==> config.mk <==
export PLATFORM = sky130hd
export DESIGN_NAME = csr_access_ctrl
export DESIGN_NICKNAME = d
export VERILOG_FILES = /design/src/rtl/csr_access_ctrl.sv
export SDC_FILE = /design/constraint.sdc
export NUM_CORES = 1
export LEC_CHECK = 0
export CAP_MARGIN = 20
export CORE_ASPECT_RATIO = 1.2
export CORE_MARGIN = 2
export CORE_UTILIZATION = 47
export CTS_CLUSTER_SIZE = 14
export DETAILED_ROUTE_END_ITERATION = 10
export PLACE_DENSITY = 0.87
export SYNTH_ARGS = -nofsm -noshare
export SYNTH_HDL_FRONTEND = slang
export SYNTH_SLANG_ARGS = --single-unit
export TNS_END_PERCENT = 30
==> constraint.sdc <==
create_clock -name clk_i -period 4.9 [get_ports clk_i]
set_clock_uncertainty 0.2 [all_clocks]
set_input_delay 1.225 -clock clk_i [delete_from_list [all_inputs] [get_ports clk_i]]
set_output_delay 1.225 -clock clk_i [all_outputs]
set_load 0.02 [all_outputs]
==> src/rtl/csr_access_ctrl.sv <==
// -----------------------------------------------------------------------------
// csr_access_ctrl
//
// Initiator side of the shared CSR bus. Accepts one Zicsr operation
// (CSRRW / CSRRS / CSRRC with the source operand already resolved) from the
// execute stage. It runs a one-cycle READ phase and, when the write is
// effective and the access is legal, a one-cycle WRITE phase expressed as
// set/clear masks. It then returns the pre-write CSR value, or an
// illegal-instruction flag, to the pipeline.
//
// Ports
//   clk_i          rising-edge clock
//   rst_i          asynchronous, active-low reset
//   req_valid_i    request present            req_ready_o   accepting (IDLE only)
//   req_op_i       01=RW 10=RS 11=RC 00=rsvd  req_addr_i    CSR address
//   req_wdata_i    source operand             req_wr_i      0 = no write (RS/RC)
//   csr_en_o       bus strobe                 csr_addr_o    bus address
//   csr_set_o      bits to set                csr_clear_o   bits to clear
//   csr_read_i     OR-combined read data      csr_ack_i     OR-combined ack
//   rsp_valid_o    response present           rsp_ready_i   response accepted
//   rsp_rdata_o    old CSR value (0 if illegal)
//   rsp_illegal_o  raise illegal-instruction
// -----------------------------------------------------------------------------
module csr_access_ctrl #(
    parameter int ADDR_W = 12,
    parameter int DATA_W = 32
) (
    input  logic              clk_i,
    input  logic              rst_i,
    input  logic              req_valid_i,
    output logic              req_ready_o,
    input  logic [1:0]        req_op_i,
    input  logic [ADDR_W-1:0] req_addr_i,
    input  logic [DATA_W-1:0] req_wdata_i,
    input  logic              req_wr_i,
    output logic              csr_en_o,
    output logic [ADDR_W-1:0] csr_addr_o,
    output logic [DATA_W-1:0] csr_set_o,
    output logic [DATA_W-1:0] csr_clear_o,
    input  logic [DATA_W-1:0] csr_read_i,
    input  logic              csr_ack_i,
    output logic              rsp_valid_o,
    input  logic              rsp_ready_i,
    output logic [DATA_W-1:0] rsp_rdata_o,
    output logic              rsp_illegal_o
);

    localparam logic [1:0] OP_RSVD = 2'b00;
    localparam logic [1:0] OP_RW   = 2'b01;
    localparam logic [1:0] OP_RS   = 2'b10;
    localparam logic [1:0] OP_RC   = 2'b11;

    typedef enum logic [1:0] {
        S_IDLE  = 2'b00,
        S_READ  = 2'b01,
        S_WRITE = 2'b10,
        S_RESP  = 2'b11
    } state_t;

    state_t            r_state;
    state_t            w_state_nxt;

    logic [1:0]        r_op;
    logic [ADDR_W-1:0] r_addr;
    logic [DATA_W-1:0] r_wdata;
    logic              r_wr;
    logic [DATA_W-1:0] r_rdata;
    logic              r_illegal;

    logic              w_wr_eff;
    logic              w_ro_space;
    logic              w_illegal;
    logic [DATA_W-1:0] w_set;
    logic [DATA_W-1:0] w_clear;

    // Translate a Zicsr op into {set, clear} masks; set & clear is 0 by construction.
    function automatic logic [2*DATA_W-1:0] op_masks(input logic [1:0]        op,
                                                    input logic [DATA_W-1:0] wdata);
        logic [DATA_W-1:0] set_v;
        logic [DATA_W-1:0] clr_v;
        set_v = {DATA_W{1'b0}};
        clr_v = {DATA_W{1'b0}};
        case (op)
            OP_RW: begin
                set_v = wdata;
                clr_v = ~wdata;
            end
            OP_RS: begin
                set_v = wdata;
            end
            OP_RC: begin
                clr_v = wdata;
            end
            default: begin
                set_v = {DATA_W{1'b0}};
                clr_v = {DATA_W{1'b0}};
            end
        endcase
        return {set_v, clr_v};
    endfunction

    // Legality of the captured request, evaluated against the live ack in READ.
    // CSRRW always writes, even when the decoder cleared req_wr_i.
    always_comb begin
        w_wr_eff   = r_wr | (r_op == OP_RW);
        w_ro_space = (r_addr[ADDR_W-1 -: 2] == 2'b11);
        w_illegal  = (~csr_ack_i) | (r_op == OP_RSVD) | (w_wr_eff & w_ro_space);
        {w_set, w_clear} = op_masks(r_op, r_wdata);
    end

    // State register.
    always_ff @(posedge clk_i or negedge rst_i) begin
        if (!rst_i) begin
            r_state <= S_IDLE;
        end else begin
            r_state <= w_state_nxt;
        end
    end

    // Next-state logic.
    always_comb begin
        w_state_nxt = r_state;
        case (r_state)
            S_IDLE: begin
                if (req_valid_i) begin
                    w_state_nxt = S_READ;
                end else begin
                    w_state_nxt = S_IDLE;
                end
            end
            S_READ: begin
                if (w_illegal) begin
                    w_state_nxt = S_RESP;
                end else if (w_wr_eff) begin
                    w_state_nxt = S_WRITE;
                end else begin
                    w_state_nxt = S_RESP;
                end
            end
            S_WRITE: begin
                w_state_nxt = S_RESP;
            end
            S_RESP: begin
                if (rsp_ready_i) begin
                    w_state_nxt = S_IDLE;
                end else begin
                    w_state_nxt = S_RESP;
                end
            end
            default: begin
                w_state_nxt = S_IDLE;
            end
        endcase
    end

    // Request capture in IDLE and read-phase result capture in READ.
    always_ff @(posedge clk_i or negedge rst_i) begin
        if (!rst_i) begin
            r_op      <= 2'b00;
            r_addr    <= {ADDR_W{1'b0}};
            r_wdata   <= {DATA_W{1'b0}};
            r_wr      <= 1'b0;
            r_rdata   <= {DATA_W{1'b0}};
            r_illegal <= 1'b0;
        end else begin
            case (r_state)
                S_IDLE: begin
                    if (req_valid_i) begin
                        r_op    <= req_op_i;
                        r_addr  <= req_addr_i;
                        r_wdata <= req_wdata_i;
                        r_wr    <= req_wr_i;
                    end
                end
                S_READ: begin
                    // Read-before-write: the value returned is the pre-write one.
                    r_rdata   <= w_illegal ? {DATA_W{1'b0}} : csr_read_i;
                    r_illegal <= w_illegal;
                end
                default: begin
                    r_rdata   <= r_rdata;
                    r_illegal <= r_illegal;
                end
            endcase
        end
    end

    // Outputs are decoded purely from registers, so reset forces them at once.
    always_comb begin
        req_ready_o   = 1'b0;
        csr_en_o      = 1'b0;
        csr_addr_o    = {ADDR_W{1'b0}};
        csr_set_o     = {DATA_W{1'b0}};
        csr_clear_o   = {DATA_W{1'b0}};
        rsp_valid_o   = 1'b0;
        rsp_rdata_o   = {DATA_W{1'b0}};
        rsp_illegal_o = 1'b0;
        case (r_state)
            S_IDLE: begin
                req_ready_o = 1'b1;
            end
            S_READ: begin
                csr_en_o   = 1'b1;
                csr_addr_o = r_addr;
            end
            S_WRITE: begin
                csr_en_o    = 1'b1;
                csr_addr_o  = r_addr;
                csr_set_o   = w_set;
                csr_clear_o = w_clear;
            end
            S_RESP: begin
                rsp_valid_o   = 1'b1;
                rsp_rdata_o   = r_rdata;
                rsp_illegal_o = r_illegal;
            end
            default: begin
                req_ready_o = 1'b0;
            end
        endcase
    end

endmodule

# Word-level counts from Yosys, hierarchy flattened
# Cells that the tools add are included.
dict set report classes {
  bitwise 6
  n_reduce_logical 5
  n_mux 16
  n_eq_ne 7
}
# op n
set op_table {}
lappend op_table {{2-to-1 mux 32 bit} 5}
lappend op_table {{one-hot mux 32 bit (2 select lines)} 1}
lappend op_table {{inverter 32 bit} 1}
lappend op_table {{2-to-1 mux 12 bit} 1}
lappend op_table {{== test 2 bit, second input constant} 5}
lappend op_table {{one-hot mux 2 bit (4 select lines)} 1}
lappend op_table {{2-to-1 mux 1 bit} 7}
lappend op_table {{== test 2 x 1 -> 1 bit, second input constant} 2}
lappend op_table {{logical NOT 2 bit} 2}
lappend op_table {{OR reduction 2 bit} 2}
lappend op_table {{bitwise OR 1 bit} 3}
lappend op_table {{2-to-1 mux 2 bit} 1}
lappend op_table {{AND reduction 2 bit} 1}
lappend op_table {{AND 1 bit} 1}
lappend op_table {{inverter 1 bit} 1}
dict set report word_totals {
  reg_bits 82
  input_bits 84
  word_cells 41
}

# Logic depth before layout (Yosys ltp)
# Gate-level depths: netlist of the first run.
dict set report depth {
  ltp_word 6
  depth_mapped 8
}

# Least setup slack after synthesis of the first run
# OpenSTA, ideal clock, no wires.
dict set report synth_path {
  path_kind {register to output}
  from {reg r_op[1]}
  to {out csr_clear_o[10]}
  n_path_buf 2
  path_slack_ps 2094
  t_arrival_ps 1381
  required_ps 3475
  path_stages_with_launch 7
  cell_sequence {dfrtp_1 > inv_1 > ha_1 > buf_6 > clkbuf_1 > mux2i_1 > nor2b_1}
}
dict set report synth_via {
  elab_chain_len 3
  elab_cells_between_ends 4
  cone_classes {2 x eq/ne; 2 x mux}
}
# element line_no
set synth_lines {}
lappend synth_lines {{start, declared} 63} ;# logic [1:0] r_op;
lappend synth_lines {{start signal, assigned} 169} ;# r_op <= req_op_i;
lappend synth_lines {{== test 2 bit or == test 2 x 1 -> 1 bit (tied branches)} 83} ;# case (op)
lappend synth_lines {{one-hot mux 32 bit (2 select lines) *} 83}
lappend synth_lines {{2-to-1 mux 32 bit *} 198} ;# case (r_state)
lappend synth_lines {{end, declared} 39} ;# output logic [DATA_W-1:0] csr_clear_o,
# Mark *: on every way between the ends. The rest lies on a longest branch, timed or not.

# Worst setup path after layout of the first run
dict set report layout_path {
  from {reg r_op[0]}
  to {out csr_set_o[1]}
}
dict set report layout_via {
  elab_chain_len 4
  elab_cells_between_ends 5
  cone_classes {2 x eq/ne; 2 x mux; 1 x reduce/logical}
}
# element line_no
set layout_lines {}
lappend layout_lines {{== test 2 x 1 -> 1 bit or == test 2 bit (tied branches)} 83}
lappend layout_lines {{OR reduction 2 bit (no line) *} -}
lappend layout_lines {{2-to-1 mux 32 bit *} 83}
lappend layout_lines {{2-to-1 mux 32 bit *} 198}
lappend layout_lines {{end, declared} 38} ;# output logic [DATA_W-1:0] csr_set_o,
# Marked as above.

==> results of run 1 <==
[kinds of logic after synthesis]
logic type      synth area share
fa+ha+maj                 0.0187
compound gates            0.0923
simple gates               0.177
buf+inv                   0.0741
mux                        0.199
flops                      0.439
[report_power, final]
| part | switching [mW] | internal, mW | leakage (nW) |
|---|---|---|---|
| clock | 0.252 | 0.433 | 0.152 |
| combinational | 1.29 | 1.28 | 1.87 |
| sequential | 0.240 | 0.987 | 1.02 |
[registers in the layout, summed over array words and instances, names as in the netlist]
register and cells:
r_wr 1, r_addr 12, r_op 2, r_state 2, r_wdata 32, r_rdata 32, r_illegal 1
[metal layers]
metal	global-route usage	vias up	wire length (um)	part of all wire
met5	0	-	0	0
met4	0.0802	0	194	0.016
met3	0.0699	16	973	0.081
met2	0.404	148	5960	0.49
met1	0.264	1762	4930	0.41
li1	-	1760	-	-
[metrics by stage]
| stage | hold slack [ns] | total power, mW | utilization | instance area [um^2] |
|---|---|---|---|---|
| after global routing | 0.312 | 4.76 | 0.721 | 6930 |
| after global placement | 0.281 | 3.74 | 0.689 | 6630 |
| after detailed placement | 0.291 | 3.82 | 0.689 | 6630 |
| after CTS | 0.304 | 4.53 | 0.721 | 6930 |
| after floorplan | 0.271 | 2.90 | - | 4680 |
| final | 0.298 | 4.49 | 0.721 | 6930 |
[final timing paths]
kind / from / to
max: r_op[0]$_DFFE_PN0P_ / csr_set_o[1]
min: r_illegal$_DFFE_PN0P_ / r_illegal$_DFFE_PN0P_
max reg2reg: r_state[1]$_DFF_PN0_ / r_addr[11]$_DFFE_PN0P_
min reg2reg: r_illegal$_DFFE_PN0P_ / r_illegal$_DFFE_PN0P_
max in group asynchronous: rst_i / r_wdata[7]$_DFFE_PN0P_
min in group asynchronous: rst_i / r_rdata[5]$_DFFE_PN0P_
[layout make-up]
| type | instances | area (um^2) | area share |
|---|---|---|---|
| inverters | 37 | 139 | 0.0200 |
| clock inverters | 2 | 35.0 | 0.00505 |
| repair buffers | 201 | 1990 | 0.288 |
| clock buffers | 13 | 270 | 0.0390 |
| well taps | 123 | 154 | 0.0222 |
| flip-flops and latches | 82 | 2050 | 0.296 |
| multi-input cells | 271 | 2290 | 0.330 |
[synth_stat cells (2+ instances only)]
library cell  number
dfrtp_1           82
and2_1            45
inv_1             37
nand2_1           33
nor2b_1           33
and3_1            32
mux2i_1           32
o22ai_2           30
mux2_2            29
clkbuf_1          22
mux2_4            19
buf_6              8
buf_2              7
ha_1               7
a21oi_1            2
nand2b_1           2
o22ai_1            2
==> results.py, run 1 <==
metrics = {
    "final_layout": {
        "nFillCells": 681,
        "fin_cells": 729,
        "drive_gt1_frac": 0.170,
        "layout.nets": 693,
        "final_common_cell": "clkdlybuf4s50_1",
        "final_cell_mix": "clkdlybuf4s50_1 (194), dfrtp_1 (82), and2_1 (45), inv_1 (37), nor2b_1 (33)",
        "area_delta_synth_final_pct": 48.2,
        "diodes": 0,
    },
    "drt": {
        "drc": 0,
        "drtIter0Drc": 126,
        "vias": 3686,
        "viasPerCell": 5.06,
        "ant_nets": 0,
        "drtPass1Iterations": 4,
        "drt-wirelength-per-cell_um": 16.5,
        "wl_um": 12100,
    },
    "logic_synthesis": {
        "ys_warn_count": 0,
        "synth_top_flop_cell": "dfrtp_1",
        "seq_area_frac_synth": 0.439,
        "ys_types": 22,
        "syn-num-nets": 518,
        "synth.top_cell.area_share": 0.439,
        "avgSynthCellArea_um2": 11.0,
        "synthArstFlopShare": 1.00,
        "syn_area_um2": 4680,
        "syn_inst": 427,
        "synth-edff-count": 0,
        "synth_top_cell_by_area": "dfrtp_1",
        "synth_area_leaders": "dfrtp_1 (44%), o22ai_2 (8.0%), mux2_2 (7.0%), mux2i_1 (6.8%), mux2_4 (6.1%)",
        "yosys_register_bits": 82,
    },
    "die": {
        "die_h_um": 113,
        "dieArea_um2": 10800,
        "coreArea_um2": 9610,
        "io_pins": 196,
        "rows": 39,
        "die_w_um": 95.1,
        "start_util": 0.487,
    },
    "global_routing": {
        "overflow": 0,
        "grt_pass1_wl_um": 19200,
        "track_usage": 0.231,
        "grt_pass1_vias": 3881,
        "grt_max_degree": 57,
        "antenna_found_initial": 0,
    },
    "status": {
        "status": "completed",
    },
    "sta": {
        "finalCritPeriodShare": 0.815,
        "worstMarginPinSlew_ns": 0.965,
        "fin_crit_ns": 4.00,
        "fmax_mhz": 250,
        "setup_viol": 0,
        "rsz0062_at_grt": "false",
        "drv_slew": 0,
        "final_hold_viol_count": 0,
        "tns_ns": 0,
        "layout_setup_ws_ns": 0.905,
        "relSlewSlack": 0.357,
    },
    "worst_hold_path": {
        "min_delay_path_depth": 1,
        "hold_class": "reg -> reg",
    },
    "worst_setup_path": {
        "crit_fanout": 32,
        "cp_cell_sequence": "inv_1, ha_1, and3_1, clkdlybuf4s50_1",
        "arrival_ns": 2.57,
        "cp_slowest_stage_delay_ns": 0.84,
        "cp_num_buf_inv": 2,
        "cp_top_family": "adder cells",
        "end_kind": "output port",
        "reg2reg_depth": 5,
        "crit_cells": 4,
        "required_ns": 3.47,
        "timing.reg2reg.setup_slack_ns": 2.35,
        "crit_slowest_cell": "ha_1",
        "start_kind": "flip-flop",
        "path_class": "reg -> out",
    },
    "place": {
        "portBuffers": 195,
        "gp_congestion": 0.790,
        "place_ws_ns": 1.27,
        "post-dp-hpwl_um": 8630,
        "dp.cells": 714,
    },
    "power": {
        "vdd_drop_max_mv": 0.496,
        "p_per_area_nw_per_um2": 647,
        "p_leak_nw": 3.04,
    },
    "clocking": {
        "cts-root-buf": "clkbuf_16",
        "hold_buffers": 0,
        "cts_resized": 0,
        "h-tree-depth": 3,
        "ctsLongestPathBuffers": 2,
        "cts_tree": "yes",
        "cts_setup_buffers": 0,
        "clkLatencyLatePin_ns": 0.33,
        "clock_sink_count": 82,
        "numCtsBuffers": 9,
        "path_clk_slew_ns": 0.06,
    },
    "run": {
        "cap_violations": 0,
    },
}
Power figures use the tool's default switching activity.
==> run 2, diff against run 1 <==
--- a/config.mk
+++ b/config.mk
@@ -8,10 +8,10 @@
 export CAP_MARGIN = 20
 export CORE_ASPECT_RATIO = 1.2
 export CORE_MARGIN = 2
-export CORE_UTILIZATION = 47
+export CORE_UTILIZATION = 43
 export CTS_CLUSTER_SIZE = 14
 export DETAILED_ROUTE_END_ITERATION = 10
-export PLACE_DENSITY = 0.87
+export PLACE_DENSITY = 0.81
 export SYNTH_ARGS = -nofsm -noshare
 export SYNTH_HDL_FRONTEND = slang
 export SYNTH_SLANG_ARGS = --single-unit
==> constraint.sdc (replaced) <==
create_clock -name clk_i -period 4.1 [get_ports clk_i]
set_clock_uncertainty 0.2 [all_clocks]
set_input_delay 1.025 -clock clk_i [delete_from_list [all_inputs] [get_ports clk_i]]
set_output_delay 1.025 -clock clk_i [all_outputs]
set_load 0.02 [all_outputs]
==> results.py, run 2 (same netlist as run 1, synthesis figures left out) <==
metrics = {
    "worst_hold_path": {
        "hold_class": "reg -> reg",
    },
    "sta": {
        "rsz0062_at_grt": "false",
        "whs_ns": 0.297,
        "drv_slew": 0,
        "final_hold_viol_count": 0,
        "finalCritPeriodShare": 0.860,
        "worstMarginPinSlew_ns": 0.884,
        "setup_viol": 0,
        "fin_crit_ns": 3.53,
        "relSlewSlack": 0.410,
        "tns_ns": 0,
        "fmax_mhz": 284,
    },
    "run": {
        "cap_violations": 0,
    },
    "worst_setup_path": {
        "cp_cell_sequence": "inv_1, ha_1, buf_4, and3_1, clkdlybuf4s50_1",
        "required_ns": 2.87,
        "cp_top_family": "buffers and inverters",
        "crit_slowest_cell": "clkdlybuf4s50_1",
        "end_kind": "output port",
        "cp_num_buf_inv": 3,
        "path_class": "reg -> out",
        "cp_slowest_stage_delay_ns": 0.63,
        "start_kind": "flip-flop",
        "arrival_ns": 2.30,
        "crit_fanout": 65,
    },
    "drt": {
        "wl_um": 12200,
        "met1_length_um": 5020,
        "drtIter0Drc": 156,
        "ant_nets": 0,
        "drtPass1Iterations": 4,
        "route.met3.wl_um": 871,
        "top_layer": "met4",
        "drt-wirelength-per-cell_um": 16.5,
        "wl_met2_um": 6040,
        "viasPerCell": 5.03,
        "vias": 3719,
        "drc": 0,
    },
    "final_layout": {
        "post-route-util": 0.664,
        "area_delta_synth_final_pct": 49.9,
        "fin_cells": 740,
        "top_regs": "r_rdata: 32 flops, r_wdata: 32 flops, r_addr: 12 flops",
        "layout.nets": 698,
        "diodes": 0,
        "final_cell_mix": "clkdlybuf4s50_1 (194), dfrtp_1 (82), and2_1 (45), inv_1 (37), nor2b_1 (33)",
        "final_common_cell": "clkdlybuf4s50_1",
        "drive_gt1_frac": 0.175,
    },
    "clocking": {
        "h-tree-depth": 3,
        "cts_tree": "yes",
        "path_clk_slew_ns": 0.06,
        "ctsLongestPathBuffers": 2,
        "clock_sink_count": 82,
        "cts_setup_buffers": 0,
        "cts_resized": 0,
        "numCtsBuffers": 9,
        "clkLatencyLatePin_ns": 0.33,
        "hold_buffers": 0,
        "cts-root-buf": "clkbuf_16",
    },
    "die": {
        "start_util": 0.443,
        "coreArea_um2": 10600,
        "die_h_um": 118,
        "die_w_um": 99.2,
        "io_pins": 196,
        "dieArea_um2": 11700,
        "rows": 41,
    },
    "global_routing": {
        "grt_pass1_wl_um": 19500,
        "overflow": 0,
        "grt_max_degree": 83,
        "track_usage": 0.205,
        "grt_pass1_vias": 3902,
        "antenna_found_initial": 0,
    },
    "power": {
        "fin_total_pwr_mw": 5.42,
        "vdd_drop_max_mv": 0.423,
        "p_per_area_nw_per_um2": 774,
        "p_leak_nw": 3.08,
    },
    "place": {
        "gp_congestion": 0.780,
        "post-dp-hpwl_um": 8750,
        "dp.cells": 724,
        "portBuffers": 195,
    },
    "status": {
        "status": "completed",
    },
}
run 2: cell types whose count changed in the layout (fill, tap and decap cells not counted):
cell / previous run / this run
clkinv_2: 1 / 0
clkbuf_8: 3 / 2
clkbuf_1: 1 / 2
buf_16: 0 / 1
buf_4: 7 / 11
bufinv_16: 1 / 2
run 2: metrics by stage:
stage / cell area, um^2 / worst slack [ns]
global placement: 6660 / 0.986
detailed placement: 6660 / 0.931
finish: 7010 / 0.574
global route: 7010 / 0.445
CTS: 6980 / 0.555
floorplan: 4680 / 1.49
run 2: per-layer routing:
layer,track usage,vias to the layer above
li1,-,1761
met1,0.250,1801
met2,0.344,136
met3,0.0544,21
met4,0.0813,0
met5,0,-
run 2: layout make-up:
| cell class | count | area, um^2 |
|---|---|---|
| timing repair buffer | 206 | 2050 |
| clock inverter | 2 | 60.1 |
| clock buffer | 13 | 260 |
| sequential | 82 | 2050 |
| multi-input combinational | 271 | 2290 |
| fill | 820 | 3560 |
| inverter | 37 | 139 |
| tap | 129 | 161 |
run 2: path summary, 6_finish.rpt:
check	start	to	slack, ns	cells past startpoint
setup / recovery	r_state[0]$_DFF_PN0_	csr_set_o[24]	0.57	5
setup reg to reg	r_state[1]$_DFF_PN0_	r_rdata[20]$_DFFE_PN0P_	1.83	5
max in group asynchronous	rst_i	r_wdata[14]$_DFFE_PN0P_	2.79	2
min in group asynchronous	rst_i	r_rdata[3]$_DFFE_PN0P_	0.33	1
hold / removal	r_addr[3]$_DFFE_PN0P_	r_addr[3]$_DFFE_PN0P_	0.30	1
hold reg to reg	r_addr[3]$_DFFE_PN0P_	r_addr[3]$_DFFE_PN0P_	0.30	1
run 2: power by group:
part           total (mW)  switching [mW]  internal [mW]
sequential           1.46           0.280           1.18
clock               0.862           0.298          0.564
combinational        3.10            1.56           1.54
total                5.42            2.14           3.28
